## config.mk

```make
export PLATFORM = sky130hd
export DESIGN_NAME = hw6_vga_tx
export DESIGN_NICKNAME = d
export VERILOG_FILES = /design/src/rtl/hw6_vga_tx.sv
export SDC_FILE = /design/constraint.sdc
export NUM_CORES = 1
export LEC_CHECK = 0
export ABC_AREA = 1
export CAP_MARGIN = 20
export CORE_ASPECT_RATIO = 0.8
export CORE_UTILIZATION = 64
export DETAILED_ROUTE_END_ITERATION = 10
export PLACE_DENSITY = 0.9
export SYNTH_ARGS = -nofsm -noshare
export SYNTH_HDL_FRONTEND = slang
export SYNTH_SLANG_ARGS = --single-unit
```

## constraint.sdc

```tcl
create_clock -name clk -period 4.4 [get_ports clk]
set_input_delay 0.44 -clock clk [delete_from_list [all_inputs] [get_ports clk]]
set_output_delay 0.44 -clock clk [all_outputs]
set_load 0.01 [all_outputs]
```

## src/rtl/hw6_vga_tx.sv

```systemverilog
// hw6_vga_tx: grayscale pixel stream to VGA timing transmitter.
// Pixels enter through a valid/ready FIFO. They are emitted as R=G=B during the active
// region of parameterised H/V counters. All outputs are registered (1-cycle latency).
// Optional feature macro: HW6_VGA_TX_PATTERN_EN adds a test_mode input that replaces the
// FIFO stream with a coordinate test pattern.
module hw6_vga_tx #(
  parameter int unsigned H_ACTIVE   = 640,
  parameter int unsigned H_FP       = 16,
  parameter int unsigned H_SYNC     = 96,
  parameter int unsigned H_BP       = 48,
  parameter int unsigned V_ACTIVE   = 480,
  parameter int unsigned V_FP       = 10,
  parameter int unsigned V_SYNC     = 2,
  parameter int unsigned V_BP       = 33,
  parameter int unsigned FIFO_DEPTH = 16,
  parameter int unsigned PREFILL    = 4
) (
  input  logic       clk,
  input  logic       rst_n,
  input  logic       en,
`ifdef HW6_VGA_TX_PATTERN_EN
  input  logic       test_mode,
`endif
  input  logic [7:0] pixel_in,
  input  logic       pixel_in_valid,
  output logic       pixel_in_ready,
  output logic [7:0] R,
  output logic [7:0] G,
  output logic [7:0] B,
  output logic       HS,
  output logic       VS,
  output logic       frame_start,
  output logic       underflow
);

  localparam int unsigned H_TOTAL = H_ACTIVE + H_FP + H_SYNC + H_BP;
  localparam int unsigned V_TOTAL = V_ACTIVE + V_FP + V_SYNC + V_BP;
  localparam int unsigned HW      = $clog2(H_TOTAL);
  localparam int unsigned VW      = $clog2(V_TOTAL);
  localparam int unsigned AW      = $clog2(FIFO_DEPTH);

  typedef enum logic [0:0] {StIdle, StRun} state_e;

  state_e        state_q, state_d;
  logic [HW-1:0] h_cnt_q, h_cnt_d;
  logic [VW-1:0] v_cnt_q, v_cnt_d;

  logic [7:0]    mem_q [FIFO_DEPTH];
  logic [AW-1:0] wr_ptr_q, rd_ptr_q;
  logic [AW:0]   count_q;
  logic          full, empty, push, pop, starve;

  logic [31:0]   h_ext, v_ext;
  logic          h_active, v_active, h_sync, v_sync, h_last, v_last;
  logic          run, active, first, pattern;
  logic [7:0]    r_d, g_d, b_d;
  logic          hs_d, vs_d, fs_d;

`ifdef HW6_VGA_TX_PATTERN_EN
  assign pattern = test_mode;
`else
  assign pattern = 1'b0;
`endif

  // Region decode on zero-extended counters so boundary sums never overflow the counter width
  assign h_ext    = 32'(h_cnt_q);
  assign v_ext    = 32'(v_cnt_q);
  assign h_active = h_ext < H_ACTIVE;
  assign v_active = v_ext < V_ACTIVE;
  assign h_sync   = (h_ext >= H_ACTIVE + H_FP) && (h_ext < H_ACTIVE + H_FP + H_SYNC);
  assign v_sync   = (v_ext >= V_ACTIVE + V_FP) && (v_ext < V_ACTIVE + V_FP + V_SYNC);
  assign h_last   = h_ext == H_TOTAL - 1;
  assign v_last   = v_ext == V_TOTAL - 1;

  assign run    = state_q == StRun;
  assign active = run && h_active && v_active;
  assign first  = run && (h_cnt_q == '0) && (v_cnt_q == '0);

  assign full           = count_q == (AW+1)'(FIFO_DEPTH);
  assign empty          = count_q == '0;
  assign pixel_in_ready = rst_n && !full;
  assign push           = pixel_in_valid && pixel_in_ready;
  // An empty FIFO is never bypassed: a same-cycle push does not rescue the pixel
  assign pop            = active && !pattern && !empty;
  assign starve         = active && !pattern && empty;

  // State and counter registers
  always_ff @(posedge clk) begin
    if (!rst_n) begin
      state_q <= StIdle;
      h_cnt_q <= '0;
      v_cnt_q <= '0;
    end else begin
      state_q <= state_d;
      h_cnt_q <= h_cnt_d;
      v_cnt_q <= v_cnt_d;
    end
  end

  // Next state: start on prefill, stop only at the last pixel of a frame
  always_comb begin
    state_d = state_q;
    h_cnt_d = h_cnt_q;
    v_cnt_d = v_cnt_q;
    unique case (state_q)
      StIdle: begin
        h_cnt_d = '0;
        v_cnt_d = '0;
        if (en && (pattern || count_q >= (AW+1)'(PREFILL))) state_d = StRun;
      end
      StRun: begin
        h_cnt_d = h_last ? '0 : h_cnt_q + 1'b1;
        if (h_last) v_cnt_d = v_last ? '0 : v_cnt_q + 1'b1;
        if (h_last && v_last && !en) state_d = StIdle;
      end
      default: state_d = StIdle;
    endcase
  end

  // FIFO pointers and occupancy
  always_ff @(posedge clk) begin
    if (!rst_n) begin
      wr_ptr_q <= '0;
      rd_ptr_q <= '0;
      count_q  <= '0;
    end else begin
      if (push) wr_ptr_q <= wr_ptr_q + 1'b1;
      if (pop)  rd_ptr_q <= rd_ptr_q + 1'b1;
      if (push && !pop)      count_q <= count_q + 1'b1;
      else if (pop && !push) count_q <= count_q - 1'b1;
    end
  end

  // FIFO storage, no reset needed
  always_ff @(posedge clk) begin
    if (push) mem_q[wr_ptr_q] <= pixel_in;
  end

  // Next output values from the current counters
  always_comb begin
    r_d  = '0;
    g_d  = '0;
    b_d  = '0;
    hs_d = 1'b1;
    vs_d = 1'b1;
    fs_d = 1'b0;
    if (run) begin
      hs_d = !h_sync;
      vs_d = !v_sync;
      fs_d = first;
      if (active) begin
        if (pattern) begin
          r_d = h_ext[7:0];
          g_d = v_ext[7:0];
          b_d = h_ext[7:0] ^ v_ext[7:0];
        end else if (!empty) begin
          r_d = mem_q[rd_ptr_q];
          g_d = mem_q[rd_ptr_q];
          b_d = mem_q[rd_ptr_q];
        end
      end
    end
  end

  // Output register; underflow set wins over the frame-start clear
  always_ff @(posedge clk) begin
    if (!rst_n) begin
      R           <= '0;
      G           <= '0;
      B           <= '0;
      HS          <= 1'b1;
      VS          <= 1'b1;
      frame_start <= 1'b0;
      underflow   <= 1'b0;
    end else begin
      R           <= r_d;
      G           <= g_d;
      B           <= b_d;
      HS          <= hs_d;
      VS          <= vs_d;
      frame_start <= fs_d;
      if (starve)     underflow <= 1'b1;
      else if (first) underflow <= 1'b0;
    end
  end

endmodule

```

# [Word-level counts from Yosys, hierarchy flattened]
# Memory sizes are Yosys's and may differ from the RTL's. A register that Yosys moved wholly into a read port is not among the register bits.
# Index checks and enable logic that the tools add are counted.
[classes] n_reduce_logical=29 eq_ne=4 muxes=14 bitwise=3 magnitude_cmp=7 add_sub_neg=6
[op_table] cell="case mux 10 bit (2 select lines)" count=2
[op_table] cell="2-to-1 mux 10 bit" count=3
[op_table] cell="adder 10 x 1 -> 10 bit (second input constant)" count=2
[op_table] cell="== test 10 bit (second input constant)" count=2
[op_table] cell="zero test 10 bit" count=2
[op_table] cell="< comparator 10 bit (second input constant)" count=2
[op_table] cell="< comparator 10 x 9 -> 1 bit (second input constant)" count=2
[op_table] cell="logical AND 1 bit" count=15
[op_table] cell=">= comparator 10 bit (second input constant)" count=1
[op_table] cell=">= comparator 10 x 9 -> 1 bit (second input constant)" count=1
[op_table] cell="2-to-1 mux 5 bit" count=2
[op_table] cell="adder 4 x 1 -> 4 bit (second input constant)" count=2
[op_table] cell="zero test 1 bit" count=7
[op_table] cell="2-to-1 mux 1 bit" count=6
[op_table] cell="adder 5 x 1 -> 5 bit (second input constant)" count=1
[op_table] cell="== test 5 bit (second input constant)" count=1
[op_table] cell=">= comparator 5 x 3 -> 1 bit (second input constant)" count=1
[op_table] cell="zero test 5 bit" count=1
[op_table] cell="subtractor 5 x 1 -> 5 bit (second input constant)" count=1
[op_table] cell="nonzero test 2 bit" count=2
[op_table] cell="OR reduction 4 bit" count=1
[op_table] cell="inverter 1 bit" count=3
[op_table] cell="!= test 2 x 1 -> 1 bit (second input constant)" count=1
[op_table] cell="case mux 1 bit (2 select lines)" count=1
[op_table] cell="AND reduction 2 bit" count=1
[word_totals] in_bits=12 ramBits=128 reg_bits=38 wordCells=74 mem_count=1 output_inout_bits=29
[memory_table] name="mem_q" depth=16 word_bits=8 read_ports=1 rd_clocked_by_memory_dff=1 write_ports=1 line="48" rtl="logic [7:0] mem_q [FIFO_DEPTH];"

# [Depth between registers and ports, before layout]
# Gate-level depths: netlist of run 1.
[logic_depth] depth_word=8 depth_mapped=16 ltp_nobuf=16

# [Worst setup path before layout of run 1]
# Ideal clock, no wire load.
[synth_timing] path_type="in2reg" startpoint="input rst_n" endpoint="register count_q[4]" path_stages=12 required_ns=4.287 t_arrival_ns=2.006 path_slack_ns=2.281 n_path_buf=1 setup_time_ns=0.113 path_cell_list="buf_4 -> nand3_1 -> inv_2 -> ha_1 -> inv_1 -> ha_1 -> nand2_1 -> nand2_1 -> o21ai_0 -> nand3_1 -> nor2_1 -> nor2_1"
[synth_via] elab_chain_cells=5 word_cells_on_any_way=7 cone_classes="1 x mux; 6 x reduce/logical"
[synth_rtl] element="from (decl)" line="19" rtl="input logic rst_n,"
[synth_rtl] element="logical AND 1 bit (*)" line="81" rtl="assign pixel_in_ready = rst_n && !full;"
[synth_rtl] element="logical AND 1 bit (*)" line="82" rtl="assign push = pixel_in_valid && pixel_in_ready;"
[synth_rtl] element="named net push" line="51" rtl="logic full, empty, push, pop, starve;"
[synth_rtl] element="zero test 1 bit" line="130" rtl="else if (pop && !push) count_q <= count_q - 1'b1;"
[synth_rtl] element="logical AND 1 bit" line="130"
[synth_rtl] element="nonzero test 2 bit (no line)"
[synth_rtl] element="to (signal assigned)" line="129" rtl="if (push && !pop) count_q <= count_q + 1'b1;"
[synth_rtl] element="to (signal assigned)" line="130"
[synth_rtl] element="to (decl)" line="50" rtl="logic [AW:0] count_q;"
# The timed path passes the listed nets; every way through them passes the cells marked *.
# A chain may end at the register's enable or synchronous reset.

# [Worst setup path in the final report of run 1]
# Ends and elaborated chain as after synthesis.

==> results of run 1 <==
-- area by class of cell --
cell class	count	area, um^2
Clock inverter	14	156
Timing Repair Buffer	41	408
Multi-Input combinational cell	487	2370
Tap cell	148	185
Sequential cell	174	4770
Clock buffer	18	429
Fill cell	735	3010
Inverter	62	238
-- tightest hold or removal path: cells and delay by family (launching register included) --
kind | cells | cell delay (ns)
flip-flops | 1 | 0.32
AND/OR/NAND/NOR | 1 | 0.06
AO/OA/AOI/OAI | 1 | 0.05
-- cell families after synthesis --
logic type               Yosys count  share of synthesized area [%]
buffers and inverters            103                           6.71
AO/OA/AOI/OAI                     75                           5.66
AND/OR/NAND/NOR                  388                           21.8
flip-flops                       174                           62.3
adder cells (fa/ha/maj)           15                           2.55
XOR/XNOR                           9                           1.03
-- power groups by stage --
stage                     clock (mW)  sequential, mW  combinational, mW
after floorplan                    0            1.90              0.709
after global placement             0            1.91              0.894
after detailed placement           0            1.92              0.940
after CTS                       1.50            1.89              0.950
after global routing            1.56            1.89               1.07
final                           1.50            1.89              0.971
-- sequential cells by signal, summed over array words and instances (netlist names) --
| register | count |
|---|---|
| HS | 1 |
| underflow | 1 |
| count_q | 5 |
| VS | 1 |
| v_cnt_q | 10 |
| B | 8 |
| wr_ptr_q | 4 |
| mem_q | 128 |
| h_cnt_q | 10 |
| frame_start | 1 |
| run | 1 |
| rd_ptr_q | 4 |
-- cell usage in the layout, fill, tap and decap left out, drive strengths merged, types with 2 or more instances in the layout --
cell and instances:
nand2 185, edfxtp 128, nor2 113, nand3 74, inv 66, dfxtp 46
clkdlybuf4s50 40, o21ai 32, a21oi 32, clkbuf 18, ha 14, o211ai 9
xor2 7, nor3 7, clkinvlp 4, clkinv 4, nand4 3, nand3b 3
xnor2 2, bufinv 2
-- worst paths after layout --
path / depth (start not counted) / slack, ns / start / end
setup / recovery: 13 / 1.47 / rst_n / count_q[4]
hold / removal: 2 / 0.47 / underflow / underflow
setup reg to reg: 14 / 1.88 / count_q[2] / count_q[4]
hold reg to reg: 2 / 0.47 / underflow / underflow
-- layer usage --
metal	up-vias	global-route usage [%]	part of all wire (%)
li1	2574	-	-
met1	2559	38.4	40
met2	379	45.9	46
met3	58	6.77	11
met4	0	14.3	3.4
met5	-	0	0
-- stage by stage --
| stage | setup WS (ns) | power [mW] |
|---|---|---|
| after global routing | 1.21 | 4.52 |
| after floorplan | 2.28 | 2.61 |
| after detailed placement | 1.09 | 2.86 |
| after global placement | 1.21 | 2.81 |
| after CTS | 1.52 | 4.34 |
| final | 1.47 | 4.36 |
==> metrics.cfg, run 1 <==
[setup_path]
crit_required_ns=4.78
worstPathCellList=clkdlybuf4s50_1 > nand3_1 > inv_2 > ha_1 > inv_1 > ha_1 > nand2_1 > nand2_1 > o21ai_0 > nand3_1 > nand2_1 > nand2_1 > nor2_1
path_max_fanout=17
startpoint_type=primary input
path_buf_inv=3
critPathCaptureType=flip-flop
crit_top_cell=nand2_1
slowest_stage=clkdlybuf4s50_1
critical_path_class=in -> reg
critPathMaxStageDelay_ns=0.91
critical_path.top_delay_family=buffers and inverters
arrival_ns=3.31

[synthesis]
ys_seq_area_share_pct=62.3
synth_cell_type_count=37
ys_async_sr_fraction_pct=0
netlist_instances=764
synth_area_leaders=edfxtp_1 (50%), dfxtp_1 (12%), nand2_1 (8.8%), nor2_1 (5.3%), nand3_1 (4.7%)
yosys.area.top_type=edfxtp_1
syn_area_per_cell_um2=10.0
synth_edf_count=128
ys_ff_latch=174
ys_dominant_reg_cell=edfxtp_1
yosysMostFrequentCell=nand2_1
syn-cell-area_um2=7650
synth_top_area_share_pct=50.2
syn_nets=791
synth_warnings=0
ys_top_cells_by_count=nand2_1 (180), edfxtp_1 (128), nor2_1 (108)

[sta]
finalCritPeriodShare_pct=66.6
rsz0062_at_grt=no
relSlewSlack_pct=36.5
hold_ws_ns=0.470
finClkSkew_ns=0.0120
worstMarginPinSlew_ns=0.951
fin_tns_setup_ns=0
hold_viol=0
slew_viol_final=0
fmax_mhz=341
finalSetupViolCount=0
period_minus_slack_ns=2.93

[final_layout]
nets=810
fin_util_pct=74.0
final_area_um2=8550
antennaDiodeCount=0
finalNonFillerCells=944
drive_gt1_share_pct=7.66
areaGrowthSynthToFinish_pct=11.8

[pwr]
p_sw_share_pct=31.2
clockPowerShare_pct=34.4
power.internal_mw=3.00
seq_power_share_pct=43.3
power_density_nw_per_um2=509
p_leak_nw=3.18
p_comb_share_pct=22.3
power.switching_mw=1.36
ir_worst_vdd_mv=0.296

[clock_tree]
htree_num_levels=4
cts_resized=0
clockRootBuffer=clkbuf_16
clk_path_buf_depth=2
clock_latency_ns=0.44
cts.clk_slew.worst_paths_ns=0.07
cts_tree=done
cts_made_buffers=17
cts_sinks=174
postCtsHoldBufs=0
cts_setup_buffers=0

[detailed_routing]
wl_per_cell_um=18.3
drt-pass1-iter-count=5
ant_nets=0
vias=5570
via_per_inst=5.90
drt_wl_total_um=17200
drt_iter0_markers=776
drcViolationCount=0

[global_routing]
grt_max_degree=75
groute.usage.overall_pct=29.0
overflow=0
grt_pass1_wl_um=27100
grt_pass1_vias=5298
antenna_found_initial=0

[place]
dp_hpwl_um=11200
io_buffers=40
place_congestion=0.896
placed_cell_area_um2=7970
placed_cells=912

[outcome]
status=completed

[die]
start_util_pct=66.2
die_h_um=99.8
std_cell_rows=35
die_x_um=124
pin_count=41
die_area_um2=12400
coreArea_um2=11600

[run]
cap_violations=0

[hold_path]
min_path_type=reg -> reg

Note: power is estimated with default switching activity, not from simulation.
==> run 2, diff against run 1 <==
- CORE_UTILIZATION: 64 -> 54
- PLACE_DENSITY: 0.9 -> 0.82
- clock period: 4.4 -> 2.5 ns (I/O delays scaled with it)
==> metrics.cfg, run 2 (synthesis results as in run 1) <==
[global_routing]
grt_pass1_wl_um=26400  ; -2.6%
overflow=0  ; unchanged
grt_max_degree=75  ; unchanged
grt_pass1_vias=5017  ; -5.3%
antenna_found_initial=0  ; unchanged
groute.usage.overall_pct=24.6  ; -4.5 points

[sta]
hold_ws_ns=0.409  ; -0.0602 ns
fmax_mhz=431
slew_viol_final=0  ; unchanged
worstMarginPinSlew_ns=0.778  ; -0.173 ns
finalCritPeriodShare_pct=92.9
finalSetupViolCount=0  ; unchanged
period_minus_slack_ns=2.32
hold_viol=0  ; unchanged
relSlewSlack_pct=48.1  ; +12 points
finClkSkew_ns=0.00684  ; -0.00521 ns
setup_ws_ns=0.178  ; -1.29 ns

[die]
die_x_um=135  ; +8.7%
die_area_um2=14600  ; +18%
std_cell_rows=38  ; +8.6%
start_util_pct=55.9  ; -10 points
coreArea_um2=13700  ; +18%
die_h_um=108  ; +8.7%
pin_count=41  ; unchanged

[clock_tree]
clk_path_buf_depth=2  ; unchanged
clockRootBuffer=clkbuf_16
htree_num_levels=4  ; unchanged
cts_made_buffers=17  ; unchanged
clock_latency_ns=0.43  ; about the same
cts.clk_slew.worst_paths_ns=0.07  ; about the same
cts_sinks=174  ; unchanged
cts_tree=done

[detailed_routing]
via_per_inst=5.45  ; -7.7%
wl_per_cell_um=16.6  ; -9.1%
drt_iter0_markers=653  ; -16%
ant_nets=0  ; unchanged
drcViolationCount=0  ; unchanged
vias=5459  ; -2.0%
drt-pass1-iter-count=7  ; +2
drt_wl_total_um=16600  ; -3.5%

[hold_path]
hp-start=en
min_path_type=in -> reg

[final_layout]
layout_commonest_cell=nand2_1
layout_common_cells=nand2_1 (180), edfxtp_1 (128), nor2_1 (107)
antennaDiodeCount=0  ; unchanged
reg_top3=mem_q x128, h_cnt_q x10, v_cnt_q x10
drive_gt1_share_pct=11.1  ; +3.4 points
num-fill-cells=1032  ; +40%
nets=836  ; +3.2%
areaGrowthSynthToFinish_pct=14.2
final_area_um2=8740  ; +2.1%
finalNonFillerCells=1002  ; +6.1%
top_register=mem_q
largest_register_ffs=128  ; unchanged

[place]
place_ws_ns=0.185  ; -0.909 ns
dp_hpwl_um=10600  ; -5.0%
io_buffers=40  ; unchanged
place_congestion=0.900  ; +0.49%
placed_cells=969  ; +6.3%
placed_cell_area_um2=8200  ; +2.9%

[setup_path]
rr_startpoint=v_cnt_q[6]
arrival_ns=2.69  ; -0.62 ns
startpoint_type=flip-flop
path_max_fanout=6  ; -11
crit_required_ns=2.87  ; -1.91 ns
critical_path_class=reg -> reg
critPathCaptureType=flip-flop
critical_path.startpoint=v_cnt_q[6]

[pwr]
p_comb_share_pct=23.4  ; +1.1 points
total_power_mw=7.39  ; +70%
seq_power_share_pct=44.7  ; +1.4 points
power.internal_mw=5.11  ; +70%
p_sw_share_pct=30.8  ; -0.36 points
power_density_nw_per_um2=845  ; +66%
p_leak_nw=3.29  ; +3.7%
ir_worst_vdd_mv=0.550  ; +86%
power.switching_mw=2.28  ; +68%
clockPowerShare_pct=31.9  ; -2.5 points

[run]
cap_violations=0  ; unchanged

[outcome]
status=completed

==> run 2: what timing repair did <==
action                     in CTS  in global routing
setup endpoints to repair       0                  2
hold buffers                    0                  0
buffers inserted                0                  1
resized for setup               0                  6
==> run 2: area by class of cell <==
cell class | instances | area [um^2] | share of cell area, %
Clock inverter | 15 | 98.8 | 1.13
Sequential cell | 174 | 4770 | 54.6
Tap cell | 180 | 225 | 2.58
Clock buffer | 17 | 425 | 4.87
Inverter | 62 | 238 | 2.72
Multi-Input combinational cell | 487 | 2380 | 27.2
Timing Repair Buffer | 67 | 603 | 6.90
==> run 2: worst max-delay path, stage by stage (launching register included) <==
cell	delay [ns]
dfxtp_1	0.35
nand2_1	0.11
nor3_4	0.29
nor2_4	0.08
nand2_4	0.11
ha_2	0.21
inv_1	0.10
ha_1	0.35
nand2_1	0.07
nor2_1	0.14
nor2_1	0.08
nand2_1	0.06
nand3_1	0.09
nand2_1	0.08
nand2_1	0.05
nor2_1	0.09
==> run 2: layer usage <==
layer / share of wire [%] / up-vias / global-route usage (%)
met3: 8.0 / 32 / 5.11
met2: 47 / 256 / 37.8
met1: 43 / 2550 / 34.2
li1: - / 2621 / -
met5: 0 / - / 0
met4: 2.3 / 0 / 9.95
==> run 2: per-stage QoR <==
step	util, %	TNS, ns
after floorplan	-	0
after detailed placement	59.9	0
after global routing	63.8	-0.0346
after CTS	63.7	0
final	63.8	0
after global placement	59.9	0
==> run 2: power by group through the flow <==
stage / Sequential (mW) / Clock, mW / Combinational, mW
6_report: 3.31 / 2.35 / 1.73
5_1_grt: 3.32 / 2.52 / 1.94
4_1_cts: 3.30 / 2.38 / 1.69
3_5_place_dp: 3.36 / 0 / 1.67
3_3_place_gp: 3.36 / 0 / 1.61
2_1_floorplan: 3.35 / 0 / 1.25
==> run 2: worst paths after layout <==
path,end,slack (ns),cells past startpoint
setup / recovery,count_q[4],0.18,15
hold / removal,run,0.41,3
setup reg to reg,count_q[4],0.18,15
hold reg to reg,underflow,0.47,2
